**src/rtl/vec_divmod_if.sv**
```systemverilog
// rtl/vec_divmod_if.sv - operand/result handshake bundle for vec_divmod_unit
interface vec_divmod_if #(
   parameter int DATA_W = 64
);
   logic                in_valid;
   logic                in_ready;
   logic [1:0]          ww;
   logic [DATA_W-1:0]   rA;
   logic [DATA_W-1:0]   rB;
   logic                flush;
   logic                out_valid;
   logic                out_ready;
   logic [DATA_W-1:0]   q_out;
   logic [DATA_W-1:0]   r_out;
   logic [DATA_W/8-1:0] dbz_mask;

   modport master (
      output in_valid, ww, rA, rB, flush, out_ready,
      input  in_ready, out_valid, q_out, r_out, dbz_mask
   );

   modport slave (
      input  in_valid, ww, rA, rB, flush, out_ready,
      output in_ready, out_valid, q_out, r_out, dbz_mask
   );
endinterface

```
**src/rtl/vec_divmod_unit.sv**
```systemverilog
// rtl/vec_divmod_unit.sv - iterative SIMD unsigned divide/modulo, one quotient bit per clock (option macro: VDIVMOD_DBZ_ZERO_EN)
module vec_divmod_unit #(
   parameter int DATA_W = 64
) (
   input logic         clk,
   input logic         rst_n,
   vec_divmod_if.slave bus
);
   localparam int NB = DATA_W / 8;

   typedef enum logic [1:0] {IDLE, CALC, DONE} state_t;

   state_t              state, state_nxt;
   logic [1:0]          ww_q;
   logic [5:0]          cnt;
   logic [5:0]          cnt_last;
   logic [DATA_W-1:0]   a_q;      // dividend bits shift out at the top, quotient bits shift in at the bottom
   logic [DATA_W-1:0]   b_q;
   logic [DATA_W-1:0]   rem_q;
   logic [4*DATA_W-1:0] a_all;    // one candidate step per lane width, selected by ww_q
   logic [4*DATA_W-1:0] r_all;
   logic [4*NB-1:0]     dbz_all;
   logic [DATA_W-1:0]   a_step;
   logic [DATA_W-1:0]   r_step;
   logic [NB-1:0]       dbz_in;
   logic                accept;
   logic                last_iter;

   // Per-lane restoring step for every supported lane width; slices never share a borrow chain.
   for (genvar g = 0; g < 4; g++) begin : g_width
      localparam int W  = 8 << g;
      localparam int NL = DATA_W / W;
      for (genvar l = 0; l < NL; l++) begin : g_lane
         logic [W:0] shifted;
         logic [W:0] diff;
         assign shifted = {rem_q[l*W +: W], a_q[l*W + W - 1]};
         assign diff    = shifted - {1'b0, b_q[l*W +: W]};
         assign r_all[g*DATA_W + l*W +: W] = diff[W] ? shifted[W-1:0] : diff[W-1:0];
         assign a_all[g*DATA_W + l*W +: W] = {a_q[l*W +: W-1], ~diff[W]};
         assign dbz_all[g*NB + l*(W/8) +: W/8] = {(W/8){bus.rB[l*W +: W] == '0}};
      end
   end

   // Select the step result and iteration count of the latched lane width.
   always_comb begin
      a_step   = a_all[0 +: DATA_W];
      r_step   = r_all[0 +: DATA_W];
      cnt_last = 6'd7;
      unique case (ww_q)
         2'b00: begin a_step = a_all[0*DATA_W +: DATA_W]; r_step = r_all[0*DATA_W +: DATA_W]; cnt_last = 6'd7;  end
         2'b01: begin a_step = a_all[1*DATA_W +: DATA_W]; r_step = r_all[1*DATA_W +: DATA_W]; cnt_last = 6'd15; end
         2'b10: begin a_step = a_all[2*DATA_W +: DATA_W]; r_step = r_all[2*DATA_W +: DATA_W]; cnt_last = 6'd31; end
         default: begin a_step = a_all[3*DATA_W +: DATA_W]; r_step = r_all[3*DATA_W +: DATA_W]; cnt_last = 6'd63; end
      endcase
   end

   // Divide-by-zero byte mask for the incoming operands, sized by the incoming lane width.
   always_comb begin
      dbz_in = dbz_all[0 +: NB];
      unique case (bus.ww)
         2'b00:   dbz_in = dbz_all[0*NB +: NB];
         2'b01:   dbz_in = dbz_all[1*NB +: NB];
         2'b10:   dbz_in = dbz_all[2*NB +: NB];
         default: dbz_in = dbz_all[3*NB +: NB];
      endcase
   end

`ifdef VDIVMOD_DBZ_ZERO_EN
   logic [DATA_W-1:0] keep;
   for (genvar j = 0; j < NB; j++) begin : g_keep
      assign keep[j*8 +: 8] = {8{~bus.dbz_mask[j]}};
   end
`endif

   // FSM state register.
   always_ff @(posedge clk or negedge rst_n) begin
      if (!rst_n) state <= IDLE;
      else        state <= state_nxt;
   end

   // Next-state and handshake outputs; flush overrides every other transition.
   always_comb begin
      state_nxt     = state;
      bus.in_ready  = 1'b0;
      bus.out_valid = 1'b0;
      accept        = 1'b0;
      last_iter     = 1'b0;
      unique case (state)
         IDLE: begin
            bus.in_ready = 1'b1;
            if (bus.in_valid) begin
               state_nxt = CALC;
               accept    = !bus.flush;
            end
         end
         CALC: begin
            if (cnt == cnt_last) begin
               state_nxt = DONE;
               last_iter = !bus.flush;
            end
         end
         DONE: begin
            bus.out_valid = 1'b1;
            if (bus.out_ready) state_nxt = IDLE;
         end
         default: state_nxt = IDLE;
      endcase
      if (bus.flush) state_nxt = IDLE;
   end

   // Operand latch, per-cycle iteration and result capture on the final step.
   always_ff @(posedge clk or negedge rst_n) begin
      if (!rst_n) begin
         ww_q         <= '0;
         cnt          <= '0;
         a_q          <= '0;
         b_q          <= '0;
         rem_q        <= '0;
         bus.q_out    <= '0;
         bus.r_out    <= '0;
         bus.dbz_mask <= '0;
      end else begin
         if (accept) begin
            ww_q         <= bus.ww;
            a_q          <= bus.rA;
            b_q          <= bus.rB;
            rem_q        <= '0;
            cnt          <= '0;
            bus.dbz_mask <= dbz_in;
         end else if (state == CALC && !bus.flush) begin
            a_q   <= a_step;
            rem_q <= r_step;
            cnt   <= cnt + 6'd1;
         end
         if (last_iter) begin
`ifdef VDIVMOD_DBZ_ZERO_EN
            bus.q_out <= a_step & keep;
            bus.r_out <= r_step & keep;
`else
            bus.q_out <= a_step;
            bus.r_out <= r_step;
`endif
         end
      end
   end
endmodule
```
**src/flat_wrapper.sv**
```systemverilog
// flat-port wrapper written by rule: the top's interface ports become plain ports
module vec_divmod_unit_flat 
#(
   parameter int DATA_W = 64
)
  (clk, rst_n, bus_in_valid, bus_ww, bus_rA, bus_rB, bus_flush, bus_out_ready, bus_in_ready, bus_out_valid, bus_q_out, bus_r_out, bus_dbz_mask);
  vec_divmod_if #(.DATA_W(DATA_W)) bus_i ();
  input logic clk;
  input logic rst_n;
  input wire logic [$bits(bus_i.in_valid)-1:0] bus_in_valid;
  input wire logic [$bits(bus_i.ww)-1:0] bus_ww;
  input wire logic [$bits(bus_i.rA)-1:0] bus_rA;
  input wire logic [$bits(bus_i.rB)-1:0] bus_rB;
  input wire logic [$bits(bus_i.flush)-1:0] bus_flush;
  input wire logic [$bits(bus_i.out_ready)-1:0] bus_out_ready;
  output wire logic [$bits(bus_i.in_ready)-1:0] bus_in_ready;
  output wire logic [$bits(bus_i.out_valid)-1:0] bus_out_valid;
  output wire logic [$bits(bus_i.q_out)-1:0] bus_q_out;
  output wire logic [$bits(bus_i.r_out)-1:0] bus_r_out;
  output wire logic [$bits(bus_i.dbz_mask)-1:0] bus_dbz_mask;
  assign bus_i.in_valid = bus_in_valid;
  assign bus_i.ww = bus_ww;
  assign bus_i.rA = bus_rA;
  assign bus_i.rB = bus_rB;
  assign bus_i.flush = bus_flush;
  assign bus_i.out_ready = bus_out_ready;
  assign bus_in_ready = bus_i.in_ready;
  assign bus_out_valid = bus_i.out_valid;
  assign bus_q_out = bus_i.q_out;
  assign bus_r_out = bus_i.r_out;
  assign bus_dbz_mask = bus_i.dbz_mask;
  vec_divmod_unit #(.DATA_W(DATA_W)) u_core (.clk(clk), .rst_n(rst_n), .bus(bus_i));
endmodule
```
**config.mk**
```make
export PLATFORM = sky130hd
export DESIGN_NAME = vec_divmod_unit_flat
export DESIGN_NICKNAME = d
export VERILOG_FILES = /design/src/rtl/vec_divmod_if.sv /design/src/rtl/vec_divmod_unit.sv /design/src/flat_wrapper.sv
export SDC_FILE = /design/constraint.sdc
export NUM_CORES = 1
export LEC_CHECK = 0
export CAP_MARGIN = 20
export CORE_ASPECT_RATIO = 1.2
export CORE_UTILIZATION = 55
export CTS_CLUSTER_DIAMETER = 60
export DETAILED_ROUTE_END_ITERATION = 6
export GPL_TIMING_DRIVEN = 0
export PLACE_DENSITY = 0.76
export REMOVE_ABC_BUFFERS = 1
export SLEW_MARGIN = 0
export SYNTH_ARGS = -nofsm -noshare
export SYNTH_HDL_FRONTEND = slang
export SYNTH_SLANG_ARGS = --single-unit
```
**constraint.sdc**
```tcl
create_clock -name clk -period 4.6 [get_ports clk]
set_clock_uncertainty 0.15 [all_clocks]
set_input_delay 1.38 -clock clk [delete_from_list [all_inputs] [get_ports clk]]
set_output_delay 1.38 -clock clk [all_outputs]
set_load 0.005 [all_outputs]
```
==> impl_metrics.yaml <==
global_routing:
  antenna_found_initial: 2
  first_global_vias: 26400
  overflow: 0
  grt_pass1_wl_um: 160000
  grt.total_usage_pct: 45.8
  grt_max_degree: 122
clock_tree:
  numCtsBuffers: 40
  cts.clk_slew.worst_paths_ns: 0.06
  cts_sinks: 338
  cts_tree: "done"
  clk_latency_ns: 0.60
  root_buffer: "clkbuf_16"
  cts_hold_buf: 0
  htreeDepth: 2
  cts_max_path_buffers: 3
power_and_ir_drop:
  powerDensity_mw_per_mm2: 801
  ir_worst_vdd_uv: 454
  total_power_mw: 24.3
  p_leak_nw: 12.9
synthesis:
  synth_seq_cells: 338
  synthArstFlopShare_pct: 100
  synth_most_common_cell: "nand2_1"
  ys_seq_area_share_pct: 33.9
  yosys_warnings: 0
  syn_avg_cell_area_sq_um: 8.06
  synth.top_cells.by_count: "614 x nand2_1, 338 x dfrtp_1, 258 x o21ai_0"
  synth_area_sq_mm: 0.0250
  netlist_instances: 3100
  ys.flop_type: "dfrtp_1"
  synth_area_leaders: "dfrtp_1 34%, nand2_1 9.2%, o21ai_0 5.2%"
  synth.largest_area_cell: "dfrtp_1"
  ys_types: 94
  synth_top_area_share_pct: 33.9
  synth_edf_count: 0
timing:
  slew_headroom_pct: 33.1
  whs_ns: 0.327
  clock.fmax_mhz: 216
  fin_ws_ns: -0.0297
  tightest_slew_ns: 0.993
  drv_slew: 0
  hold_viol: 0
  fin_crit_ns: 4.63
  final.period_utilization_pct: 101
  rsz0062_at_grt: "no"
  setup_viol: 2
route:
  dr.pass1.iters: 7
  drtIter0Drc: 2677
  drt_wl_total_um: 107000
  post_drt_via_cell_ratio: 6.87
  ant_nets: 0
  wl_per_cell_um: 27.2
  vias: 27000
  drc: 15
cells_and_area:
  n_fill_cell: 3546
  stdcell_area_sq_mm: 0.0303
  layout.nets: 3515
  layout-drive-gt1-share_pct: 8.95
  stdcell_count: 3928
  syn_to_final_growth_pct: 21.5
  post-route-util_pct: 67.6
  seq_area_sq_mm: 0.00847
  multi_input_area_sq_mm: 0.0155
floorplanning:
  core_sq_mm: 0.0449
  num_rows: 85
  fp.dieW_um: 197
  dieArea_sq_mm: 0.0463
  start_util_pct: 55.6
  die_y_um: 235
  num_io_pins: 273
setup_path:
  worstPathCellList: "clkinvlp_4 > ha_1 > inv_1 > fa_1 > nand3_1 > a21oi_1 > o21a_1 > o21a_1 > o211a_4 > nand2_2 > o221ai_1 > a221oi_1 > a211oi_1 > mux2_2"
  cp_slowest_cell: "dfrtp_2"
  critPathRequiredTime_ns: 4.99
  crit_path_max_fanout: 15
  end_kind: "flop"
  start_kind: "flop"
  cp_slowest_stage_delay_ns: 0.59
  cpMostUsedCell: "o21a_1"
  critPathKind: "reg2reg"
  cp.arrival_ns: 5.02
  startpoint: "u_core.a_q[31]"
  path_delay_family: "compound AO/OA/AOI/OAI gates"
  reg2reg_from: "u_core.a_q[31]"
  path_buf_inv: 2
flow_run:
  cap_violations: 0
placement:
  gp_congestion: 1.07
  place_hpwl_um: 76400
  place_area_sq_mm: 0.0283
  portBuffers: 272
  place_inst: 3826
worst_hold_path:
  hp-start: "u_core.bus.r_out[20]"
  hp-class: "reg2reg"
run_status:
  outcome: "finished with violations"
  violations: "DRC, setup timing"
layer usage:
metal / vias to the layer above / global-route usage [%] / wire [um]
met5: - / 0 / 0
met1: 12900 / 52.2 / 37100
met4: 0 / 38.1 / 10500
li1: 11600 / - / -
met2: 1821 / 73.8 / 49300
met3: 581 / 9.33 / 10000
sequential cells by signal, summed over array words and instances, names as in the netlist:
| name | cells |
|---|---|
| u_core.a_q | 64 |
| u_core.b_q | 64 |
| u_core.bus.dbz_mask | 8 |
| u_core.bus.q_out | 64 |
| u_core.bus.r_out | 64 |
| u_core.cnt | 6 |
| u_core.rem_q | 64 |
| u_core.state | 2 |
| u_core.ww_q | 2 |
cell usage in the layout (no fill, tap or decap), drive strengths merged, types with 31 or more instances in the layout:
cell type | synthesis | final
xnor2 | 95 | 95
a22oi | 69 | 69
xor2 | 68 | 68
nor3 | 49 | 49
inv | 119 | 123
nand3 | 50 | 50
a21o | 34 | 34
buf | 87 | 78
nand2 | 614 | 615
clkdlybuf4s50 | 0 | 271
clkbuf | 119 | 51
o21ai | 328 | 328
dfrtp | 338 | 338
a21oi | 252 | 252
a31oi | 38 | 38
mux2 | 42 | 42
nor2 | 155 | 155
o211ai | 32 | 32
o21a | 31 | 31
a22o | 40 | 40
ha | 79 | 79
nand4 | 43 | 43
a221oi | 44 | 44
worst min-delay path, cell delays in order (launching register included):
cell     delay (ns)
dfrtp_1        0.33
nand2_1        0.05
o21ai_0        0.06
through the flow:
stage,TNS [ns],setup WS [ns]
final,-0.0434,-0.0297
after global routing,0,0.0142
after CTS,0,0.00488
after detailed placement,-109.45,-1.27
after global placement,-,-66.90
after floorplan,-4306.12,-28.29
worst paths after layout:
| check | endpoint | slack [ns] | cells after the start |
|---|---|---|---|
| worst min-delay path | u_core.bus.r_out[20] | 0.33 | 2 |
| worst max register to register | u_core.bus.r_out[10] | -0.03 | 14 |
| worst max-delay path | u_core.bus.r_out[10] | -0.03 | 14 |
| worst min register to register | u_core.bus.r_out[20] | 0.33 | 2 |
| max in group asynchronous | u_core.ww_q[0] | 2.61 | 3 |
| min in group asynchronous | u_core.b_q[60] | 0.45 | 1 |
final cells by class:
cell class                 instances  area share (%)
antenna                            2          0.0165
clock buffer                      51            3.67
clock inverter                    22            1.14
inverter                         120            1.51
multi-input combinational       2437            51.1
sequential                       338            27.9
tap                              609            2.51
timing repair buffer             349            12.2
power by group:
| part | internal, mW | switching, mW | total [mW] |
|---|---|---|---|
| registers | 3.51 | 0.736 | 4.24 |
| logic | 5.69 | 10.9 | 16.5 |
| clock network | 2.05 | 1.46 | 3.51 |
| total | 11.2 | 13.1 | 24.3 |
logic make-up after synthesis:
logic type                 count (synthesis)  share of synthesized area [%]
xor gates and xnor gates                 163                           5.75
AOI/OAI and AO/OA                       1101                           29.1
DFF                                      338                           33.9
buffers and inverters                    326                           5.54
adders and majority gates                 94                           5.16
and+or+nand+nor                         1006                           17.5
muxes                                     72                           3.15
timing repair:
action,4_1_cts,5_1_grt
pin swaps,6,4
setup endpoints to repair,136,89
gates resized for setup,39,17
cloned,1,0
buffers inserted,16,10
Note: power is estimated with default switching activity, not from simulation.
